### src/rtl/id_exe_stage.sv
// ID/EXE pipeline register with load-use hazard detection, bubble insertion and flush.
// Also keeps a saturating count of load-use stall cycles for performance debug.
module id_exe_stage #(
  parameter int          DATA_W = 32,
  parameter logic [5:0]  OP_NOP = 6'b000000,
  parameter int          CNT_W  = 16
) (
  input  logic              clk,
  input  logic              rst,
  input  logic              valid_ID,
  input  logic [5:0]        op_ID,
  input  logic [4:0]        rs_ID,
  input  logic [4:0]        rt_ID,
  input  logic              uses_rt_ID,
  input  logic [4:0]        num_write_ID,
  input  logic              reg_write_ID,
  input  logic              mem_read_ID,
  input  logic [DATA_W-1:0] reg1_ID,
  input  logic [DATA_W-1:0] reg2_ID,
  input  logic [DATA_W-1:0] imm_ID,
  input  logic [DATA_W-1:0] pc_ID,
  input  logic              flush_EXE,
  output logic              valid_EXE,
  output logic [5:0]        op_EXE,
  output logic [4:0]        rs_EXE,
  output logic [4:0]        rt_EXE,
  output logic [4:0]        num_write_EXE,
  output logic              reg_write_EXE,
  output logic              mem_read_EXE,
  output logic [DATA_W-1:0] reg1_EXE,
  output logic [DATA_W-1:0] reg2_EXE,
  output logic [DATA_W-1:0] imm_EXE,
  output logic [DATA_W-1:0] pc_EXE,
  output logic              stall_ID,
  output logic              bubble_EXE,
  output logic [CNT_W-1:0]  stall_count
);

  typedef enum logic {RUN, BUBBLE} state_t;

  state_t state, state_nxt;
  logic   hz;
  logic   stall_take;

  // A bubble in EXE never has mem_read set, so gating on RUN only makes that explicit.
  always_comb begin
    hz = (state == RUN) && valid_EXE && mem_read_EXE && (num_write_EXE != 5'd0) && valid_ID &&
         ((rs_ID == num_write_EXE) || (uses_rt_ID && (rt_ID == num_write_EXE)));
  end

  assign stall_take = hz && !flush_EXE;
  assign stall_ID   = stall_take && !rst;

  always_comb begin
    state_nxt = state;
    case (state)
      RUN:     if (stall_take) state_nxt = BUBBLE;
      BUBBLE:  state_nxt = RUN;
      default: state_nxt = RUN;
    endcase
  end

  always_ff @(posedge clk) begin
    if (rst) state <= RUN;
    else     state <= state_nxt;
  end

  always_ff @(posedge clk) begin
    if (rst) begin
      valid_EXE     <= 1'b0;
      op_EXE        <= OP_NOP;
      rs_EXE        <= 5'd0;
      rt_EXE        <= 5'd0;
      num_write_EXE <= 5'd0;
      reg_write_EXE <= 1'b0;
      mem_read_EXE  <= 1'b0;
      reg1_EXE      <= '0;
      reg2_EXE      <= '0;
      imm_EXE       <= '0;
      pc_EXE        <= '0;
      bubble_EXE    <= 1'b0;
    end else if (flush_EXE || hz) begin
      // Data fields keep their last values; only control fields are cleared.
      valid_EXE     <= 1'b0;
      op_EXE        <= OP_NOP;
      rs_EXE        <= 5'd0;
      rt_EXE        <= 5'd0;
      num_write_EXE <= 5'd0;
      reg_write_EXE <= 1'b0;
      mem_read_EXE  <= 1'b0;
      bubble_EXE    <= 1'b1;
    end else begin
      valid_EXE     <= valid_ID;
      op_EXE        <= op_ID;
      rs_EXE        <= rs_ID;
      rt_EXE        <= rt_ID;
      num_write_EXE <= num_write_ID;
      reg_write_EXE <= reg_write_ID && valid_ID;
      mem_read_EXE  <= mem_read_ID && valid_ID;
      reg1_EXE      <= reg1_ID;
      reg2_EXE      <= reg2_ID;
      imm_EXE       <= imm_ID;
      pc_EXE        <= pc_ID;
      bubble_EXE    <= 1'b0;
    end
  end

  always_ff @(posedge clk) begin
    if (rst)                                    stall_count <= '0;
    else if (stall_take && (stall_count != '1)) stall_count <= stall_count + CNT_W'(1);
  end

endmodule

### config.mk
export PLATFORM = sky130hd
export DESIGN_NAME = id_exe_stage
export DESIGN_NICKNAME = d
export VERILOG_FILES = /design/src/rtl/id_exe_stage.sv
export SDC_FILE = /design/constraint.sdc
export NUM_CORES = 1
export LEC_CHECK = 0
export CORE_MARGIN = 5
export CORE_UTILIZATION = 40
export DETAILED_ROUTE_END_ITERATION = 12
export MAX_ROUTING_LAYER = met4
export PLACE_DENSITY = 0.82
export SYNTH_ARGS = -nofsm -noshare
export SYNTH_HDL_FRONTEND = slang
export SYNTH_SLANG_ARGS = --single-unit
### constraint.sdc
create_clock -name clk -period 2.2 [get_ports clk]
set_input_delay 0.55 -clock clk [delete_from_list [all_inputs] [get_ports clk]]
set_output_delay 0.55 -clock clk [all_outputs]
set_load 0.01 [all_outputs]
Word level (Yosys, flattened, before mapping):

Index checks and enable logic that the tools add are counted.

* reduce and logical (&&, ||, !) cells: 17
* multiplexer cells: 3
* $add $sub $neg: 1
* eq/ne operators: 3
* bitwise logic cells: 1

Operators by type and width (number)
* $add A16 B1 Y16 const B: 1
* $ne A16 B16 Y1 const B: 1
* $logic_and A1 B1 Y1: 11
* $eq A5 B5 Y1: 2
* $reduce_bool A5 Y1: 1
* $logic_not A1 Y1: 2
* $logic_or A1 B1 Y1: 2
* $mux W1: 2
* $pmux W1 S2: 1
* $reduce_or A2 Y1: 1
* $not A1 Y1: 1

* input port bits: 156
* output and inout port bits: 170
* word-level logic and storage cells: 39
* flip-flop bits (word level): 170

Longest topological paths before layout:

Gate-level depths: netlist of the first run.

* depth after elaboration: 9
* gate-level depth with buffers: 8
* mapped depth without buffers: 6

Worst setup path before layout of the first run:

OpenSTA, ideal clock, no wires.

* path kind: input to output
* start point: input port rst
* end point: output port stall_ID
* arrival: 1.858 ns
* stages on the path: 6
* buffers on the path: 5
* setup slack: -0.208 ns
* cells stage by stage: buf_2 -> buf_2 -> clkbuf_1 -> clkbuf_1 -> clkbuf_1 -> nor3_1

* longest elaborated chain between the ends: 2

Ends and longest elaborated chain
* start: declaration: RTL line 9 `input logic rst,`
* $logic_not A1 Y1: RTL line 52 `assign stall_ID = stall_take && !rst;`
* $logic_and A1 B1 Y1: RTL line 52
* end: declaration: RTL line 34 `output logic stall_ID,`

Every way passes these cells.

Worst setup path in the final report of the first run:

* start point: input port rt_ID[4]
* end point: register stall_count[3]

* longest elaborated chain between the ends: 6

Ends and longest elaborated chain
* start: declaration: RTL line 13 `input logic [4:0] rt_ID,`
* $eq A5 B5 Y1: RTL line 48 `((rs_ID == num_write_EXE) || (uses_rt_ID && (rt_ID == num_write_EXE)));`
* $logic_and A1 B1 Y1: RTL line 48
* $logic_or A1 B1 Y1: RTL line 48
* $logic_and A1 B1 Y1: RTL line 47 `hz = (state == RUN) && valid_EXE && mem_read_EXE && (num_write_EXE != 5'd0) && valid_ID &&`
* $logic_and A1 B1 Y1: RTL line 51 `assign stall_take = hz && !flush_EXE;`
* $logic_and A1 B1 Y1: RTL line 110 `else if (stall_take && (stall_count != '1)) stall_count <= stall_count + CNT_W'(1);`
* end signal: assignment: RTL line 110
* end: declaration: RTL line 36 `output logic [CNT_W-1:0] stall_count`

Every way passes these cells.
A chain may end at the register's enable or synchronous reset.

==> results.sh, run 1 <==
export IMPL_finalHoldViolCount=0
export IMPL_rr_worst_depth=9
export IMPL_wl_um=32800
export IMPL_cp_max_fo=13
export IMPL_die_area_sq_um=27400
export IMPL_clock_sinks=170
export IMPL_slew_headroom=0.609
export IMPL_cts_hold_buf=0
export IMPL_place_area_sq_um=13300
export IMPL_gp_congestion=0.790
export IMPL_worstSkewPairLatency_ns=0.43
export IMPL_hp_start="rt_ID[2]"
export IMPL_clockRootBuffer="clkbuf_16"
export IMPL_synth_seq_cells=170
export IMPL_remaining_drc_errors=0
export IMPL_peakVddDrop_v=0.000492
export IMPL_period_share=1.09
export IMPL_maxCapViolCount=0
export IMPL_period_minus_slack_ns=2.39
export IMPL_layout_common_cells="clkdlybuf4s50_1 (316), nand2_1 (267), dfxtp_1 (168)"
export IMPL_setup_viol=138
export IMPL_stdcell_area_sq_um=14900
export IMPL_cts_clk_slew_worst_paths_ns=0.07
export IMPL_ys_seq_area_frac=0.352
export IMPL_rr_endpoint="stall_count[3]"
export IMPL_antenna_left=0
export IMPL_critPathKind="primary input to flop"
export IMPL_dpl_hpwl_um=19900
export IMPL_place_ws_ns=-0.871
export IMPL_violations="negative setup slack"
export IMPL_design_portCount=326
export IMPL_synth_top_area_frac=0.352
export IMPL_core_sq_um=24100
export IMPL_ff2ff_setup_slack_ns=-0.15
export IMPL_fin_nets=1641
export IMPL_synth_edf_count=0
export IMPL_drive_gt1_frac=0.123
export IMPL_cts_tree="done"
export IMPL_n_antenna_cell=0
export IMPL_synthArstFlopShare=0
export IMPL_grt_pass1_vias=9871
export IMPL_drv_slew=0
export IMPL_pwr_density_cell_nw_per_um2=571
export IMPL_critPathCaptureType="flop"
export IMPL_cp_required_ns=2.55
export IMPL_fin_skew_ns=0.0152
export IMPL_die_h_um=166
export IMPL_io_buffers=325
export IMPL_antenna_found_initial=0
export IMPL_yosysWarnings=0
export IMPL_synth_cell_types=39
export IMPL_vias_per_cell=5.67
export IMPL_grtUsageTotal=0.230
export IMPL_synth_nets=1370
export IMPL_syn_avg_cell_area_sq_um=7.98
export IMPL_tns_ns=-7.23
export IMPL_grt_max_degree=122
export IMPL_postSynthCellCount=1213
export IMPL_die_w_um=166
export IMPL_area_growth_pct=53.9
export IMPL_grt_pass1_wl_um=50100
export IMPL_start_util=0.402
export IMPL_first_pass_iters=5
export IMPL_setup_slack_ns=-0.194
export IMPL_fin_util=0.618
export IMPL_fmax_ghz=0.418
export IMPL_synth_cell_area_sq_um=9680
export IMPL_grt_ovfl_total=0
export IMPL_holdPathEnd="rt_EXE[2]"
export IMPL_row_count=57
export IMPL_wl_per_cell_um=18.0
export IMPL_dp_cells=1770
export IMPL_drt_iter0_markers=762
export IMPL_ys_flop_type="dfxtp_1"
export IMPL_hold_path_depth=2
export IMPL_ctsLongestPathBuffers=2
export IMPL_crit_path_start_kind="primary input"
export IMPL_via_count=10334
export IMPL_run_status="complete, but fails checks"
export IMPL_synthTopCellsByArea="dfxtp_1 (35%), nor4b_1 (12%), a211o_1 (12%)"
export IMPL_hp_class="primary input to flop"
export IMPL_synth_top_area_cell="dfxtp_1"
export IMPL_worst_pin_slew_ns=0.583
export IMPL_h_tree_depth=4
export IMPL_r2r_start="num_write_EXE[3]"
export IMPL_final_common_cell="clkdlybuf4s50_1"
export IMPL_rsz0062_at_grt="true"
export IMPL_leakagePower_uw=0.00578
export IMPL_numCtsBuffers=17
export IMPL_worstPathArrival_ns=2.74
export IMPL_fin_cells=1821
## through the flow
step	power, uW	hold slack [ns]
2_1_floorplan	4400	0.529
3_3_place_gp	5350	0.504
3_5_place_dp	5410	0.516
4_1_cts	8570	0.484
5_1_grt	8880	0.499
6_report	8510	0.516
## state kept, by name, summed over array words and instances, names as in the netlist
register / cells
rs_EXE: 5
state: 1
bubble_EXE: 1
valid_EXE: 1
rt_EXE: 5
reg2_EXE: 32
op_EXE: 6
mem_read_EXE: 1
reg_write_EXE: 1
pc_EXE: 32
reg1_EXE: 32
stall_count: 16
imm_EXE: 32
num_write_EXE: 5
## power by group
| group | switching (uW) | leakage (uW) | internal (uW) | total, uW |
|---|---|---|---|---|
| sequential | 169 | 0.00141 | 3330 | 3500 |
| combinational | 817 | 0.00408 | 1160 | 1970 |
| clock | 1430 | 0.000283 | 1610 | 3040 |
| total | 2410 | 0.00578 | 6100 | 8510 |
## cell families after synthesis
logic type                 share of synthesized area
and+or+nand+nor                                0.370
AOI/OAI and AO/OA                              0.198
DFF                                            0.352
buffers and inverters                         0.0604
xor gates and xnor gates                     0.00905
muxes                                        0.00931
adders and majority gates                    0.00129
## how the worst max path moves through the flow
stage	start	endpoint	slack, ns
after floorplan	rt_ID[4]	stall_ID	0.02
after global placement	rt_ID[4]	reg2_EXE[17]	-0.82
after detailed placement	rt_ID[4]	imm_EXE[31]	-0.87
after CTS	num_write_EXE[2]	stall_ID	-0.27
after global routing	num_write_EXE[2]	stall_ID	-0.29
final	rt_ID[4]	stall_count[3]	-0.19
## cell type report
type / instances / area, sq um
clock buffer: 18 / 429
clock inverter: 14 / 146
fill: 1972 / 9210
inverter: 1 / 3.75
multi-input combinational: 904 / 6190
sequential: 170 / 3410
tap: 324 / 405
timing repair buffer: 390 / 4320
## synth_stat cells, drive strengths merged (2+ instances only)
cell type  number
or2             2
nor4            6
xor2            9
nor2           12
nand2         267
clkbuf         86
o21ai         133
mux2            8
nor3            6
or4             6
a21oi           6
nor2b          13
nand3           5
and4            2
nor3b         130
o31ai           4
nor4b         129
dfxtp         170
and2           21
a211o         128
buf            52
nand4           4
## worst max-delay path, cell delays in order
cell	delay, ns
dlygate4sd2_1	0.26
xor2_1	0.14
nor4_1	0.28
buf_4	0.17
a32oi_4	0.12
buf_4	0.17
buf_4	0.13
bufbuf_16	0.27
or4_1	0.50
a21oi_1	0.15
## per-layer routing
metal	GRT usage	wire, um
met3	0.0638	2420
met4	0.0832	1080
met1	0.276	13700
met2	0.370	15600
met5	-	0
## what timing repair did
item | CTS | global route
setup buffers | 6 | 0
setup endpoints to repair | 167 | 167
pin swaps | 4 | 6
gates resized for setup | 61 | 54
gates cloned | 11 | 2
(Power assumes the default switching activity.)
==> inputs of run 2 (changes only) <==
Settings changed: ABC_CLOCK_PERIOD_IN_PS from default to 2200, CAP_MARGIN from default to 20.
==> results of run 2 <==
Same layout as run 1: the final DEF is identical, and so are final timing and power.
==> inputs of run 3 (changes only) <==
Settings changed: ABC_AREA from default to 0, CORE_MARGIN 5 to default.
==> results.sh, run 3 (same netlist as run 1, synthesis figures left out) <==
export IMPL_fin_cells=1835
export IMPL_hp_class="primary input to flop"
export IMPL_h_tree_depth=4
export IMPL_crit_path_start_kind="flop"
export IMPL_drt_iter0_markers=907
export IMPL_die_h_um=158
export IMPL_hold_slack_ns=0.416
export IMPL_io_buffers=325
export IMPL_remaining_drc_errors=0
export IMPL_cp_required_ns=1.65
export IMPL_leakagePower_uw=0.00665
export IMPL_rr_worst_depth=9
export IMPL_period_minus_slack_ns=2.40
export IMPL_cts_clk_slew_worst_paths_ns=0.08
export IMPL_cts_tree="done"
export IMPL_period_share=1.09
export IMPL_dpl_hpwl_um=18900
export IMPL_worst_pin_slew_ns=0.850
export IMPL_antenna_left=0
export IMPL_cp_max_fo=2
export IMPL_final_common_cell="clkdlybuf4s50_1"
export IMPL_drive_gt1_frac=0.187
export IMPL_design_portCount=326
export IMPL_fin_skew_ns=0.0212
export IMPL_finalHoldViolCount=0
export IMPL_start_util=0.410
export IMPL_gp_congestion=0.858
export IMPL_clockRootBuffer="clkbuf_16"
export IMPL_critPathKind="flop to primary output"
export IMPL_antenna_found_initial=0
export IMPL_dp_cells=1759
export IMPL_die_area_sq_um=24800
export IMPL_crit_start="num_write_EXE[0]"
export IMPL_n_antenna_cell=0
export IMPL_wl_per_cell_um=20.9
export IMPL_ctsLongestPathBuffers=2
export IMPL_endpoint="stall_ID"
export IMPL_violations="negative setup slack"
export IMPL_multi_input_area_sq_um=7250
export IMPL_wl_um=38400
export IMPL_fillCellCount=1642
export IMPL_grtUsageTotal=0.266
export IMPL_grt_pass1_vias=9965
export IMPL_die_w_um=158
export IMPL_clock_sinks=170
export IMPL_hold_path_depth=2
export IMPL_row_count=56
export IMPL_ff2ff_setup_slack_ns=-0.14
export IMPL_setup_viol=140
export IMPL_slew_headroom=0.429
export IMPL_setup_slack_ns=-0.196
export IMPL_worstSkewPairLatency_ns=0.44
export IMPL_tns_ns=-4.94
export IMPL_layout_common_cells="clkdlybuf4s50_1 (317), nand2_1 (267), dfxtp_1 (168)"
export IMPL_fin_util=0.695
export IMPL_seq_area_sq_um=3410
export IMPL_fmax_ghz=0.417
export IMPL_first_pass_iters=5
export IMPL_maxCapViolCount=0
export IMPL_core_sq_um=23600
export IMPL_rsz0062_at_grt="true"
export IMPL_numCtsBuffers=17
export IMPL_vias_per_cell=5.99
export IMPL_via_count=10994
export IMPL_pwr_density_cell_nw_per_um2=541
export IMPL_rr_endpoint="stall_count[13]"
export IMPL_fin_nets=1660
export IMPL_critPathCaptureType="primary output"
export IMPL_grt_ovfl_total=0
export IMPL_grt_max_degree=117
export IMPL_peakVddDrop_v=0.000424
export IMPL_grt_pass1_wl_um=51000
export IMPL_drv_slew=0
export IMPL_worstPathArrival_ns=1.85
export IMPL_area_growth_pct=69.6
export IMPL_r2r_start="num_write_EXE[2]"
export IMPL_run_status="complete, but fails checks"
export IMPL_place_ws_ns=-0.876
run 3: cell count changes in the layout (fill, tap and decap cells not counted), moves of 7 or more:
cell and delta:
nor4b_1 -63, clkbuf_16 +15, buf_16 +7, nor4b_4 +54, nor4b_2 +9
run 3: timing repair:
item / 4_1_cts / 5_1_grt
setup buffers: 4 / 5
gates resized for setup: 152 / 125
setup endpoints to repair: 166 / 168
pin swaps: 3 / 18
cloned: 12 / 23
hold buffers: 0 / 0
run 3: worst min-delay path by stage:
stage	from	endpoint	slack [ns]
finish	rt_ID[4]	rt_EXE[4]	0.42
global route	rt_ID[4]	rt_EXE[4]	0.42
CTS	rt_ID[3]	rt_EXE[3]	0.48
detailed placement	stall_count[9]	stall_count[9]	0.53
global placement	stall_count[4]	stall_count[4]	0.50
floorplan	stall_count[9]	stall_count[9]	0.53
run 3: layer usage:
metal / GRT usage / part of all wire / up-vias
li1: - / - / 5026
met4: 0.126 / 0.046 / 0
met5: - / 0 / -
met1: 0.310 / 0.40 / 5322
met2: 0.433 / 0.48 / 516
met3: 0.0586 / 0.077 / 130
run 3: through the flow:
stage	area [sq um]	power, uW
after floorplan	9700	4400
after global placement	13200	5320
after detailed placement	13200	5370
after CTS	15100	8640
after global routing	16400	9190
final	16400	8870
run 3: power breakdown:
| group | total, uW | switching, uW | leakage, uW | internal, uW |
|---|---|---|---|---|
| clock network | 3170 | 1530 | 0.000294 | 1640 |
| logic | 2190 | 939 | 0.00495 | 1250 |
| registers | 3520 | 188 | 0.00141 | 3330 |
run 3: area by class of cell:
class                           count  share of cell area
Clock buffer                       17              0.0259
Clock inverter                     15              0.0107
Sequential cell                   170               0.208
Inverter                            1            0.000229
Timing Repair Buffer              408               0.289
Tap cell                          319              0.0243
Multi-Input combinational cell    905               0.442
run 3: worst max-delay path: stages, from the launching register on:
cell,delay (ns)
dfxtp_1,0.32
or4_4,0.57
o21ai_4,0.17
or2_4,0.17
nor3_4,0.04
buf_2,0.14
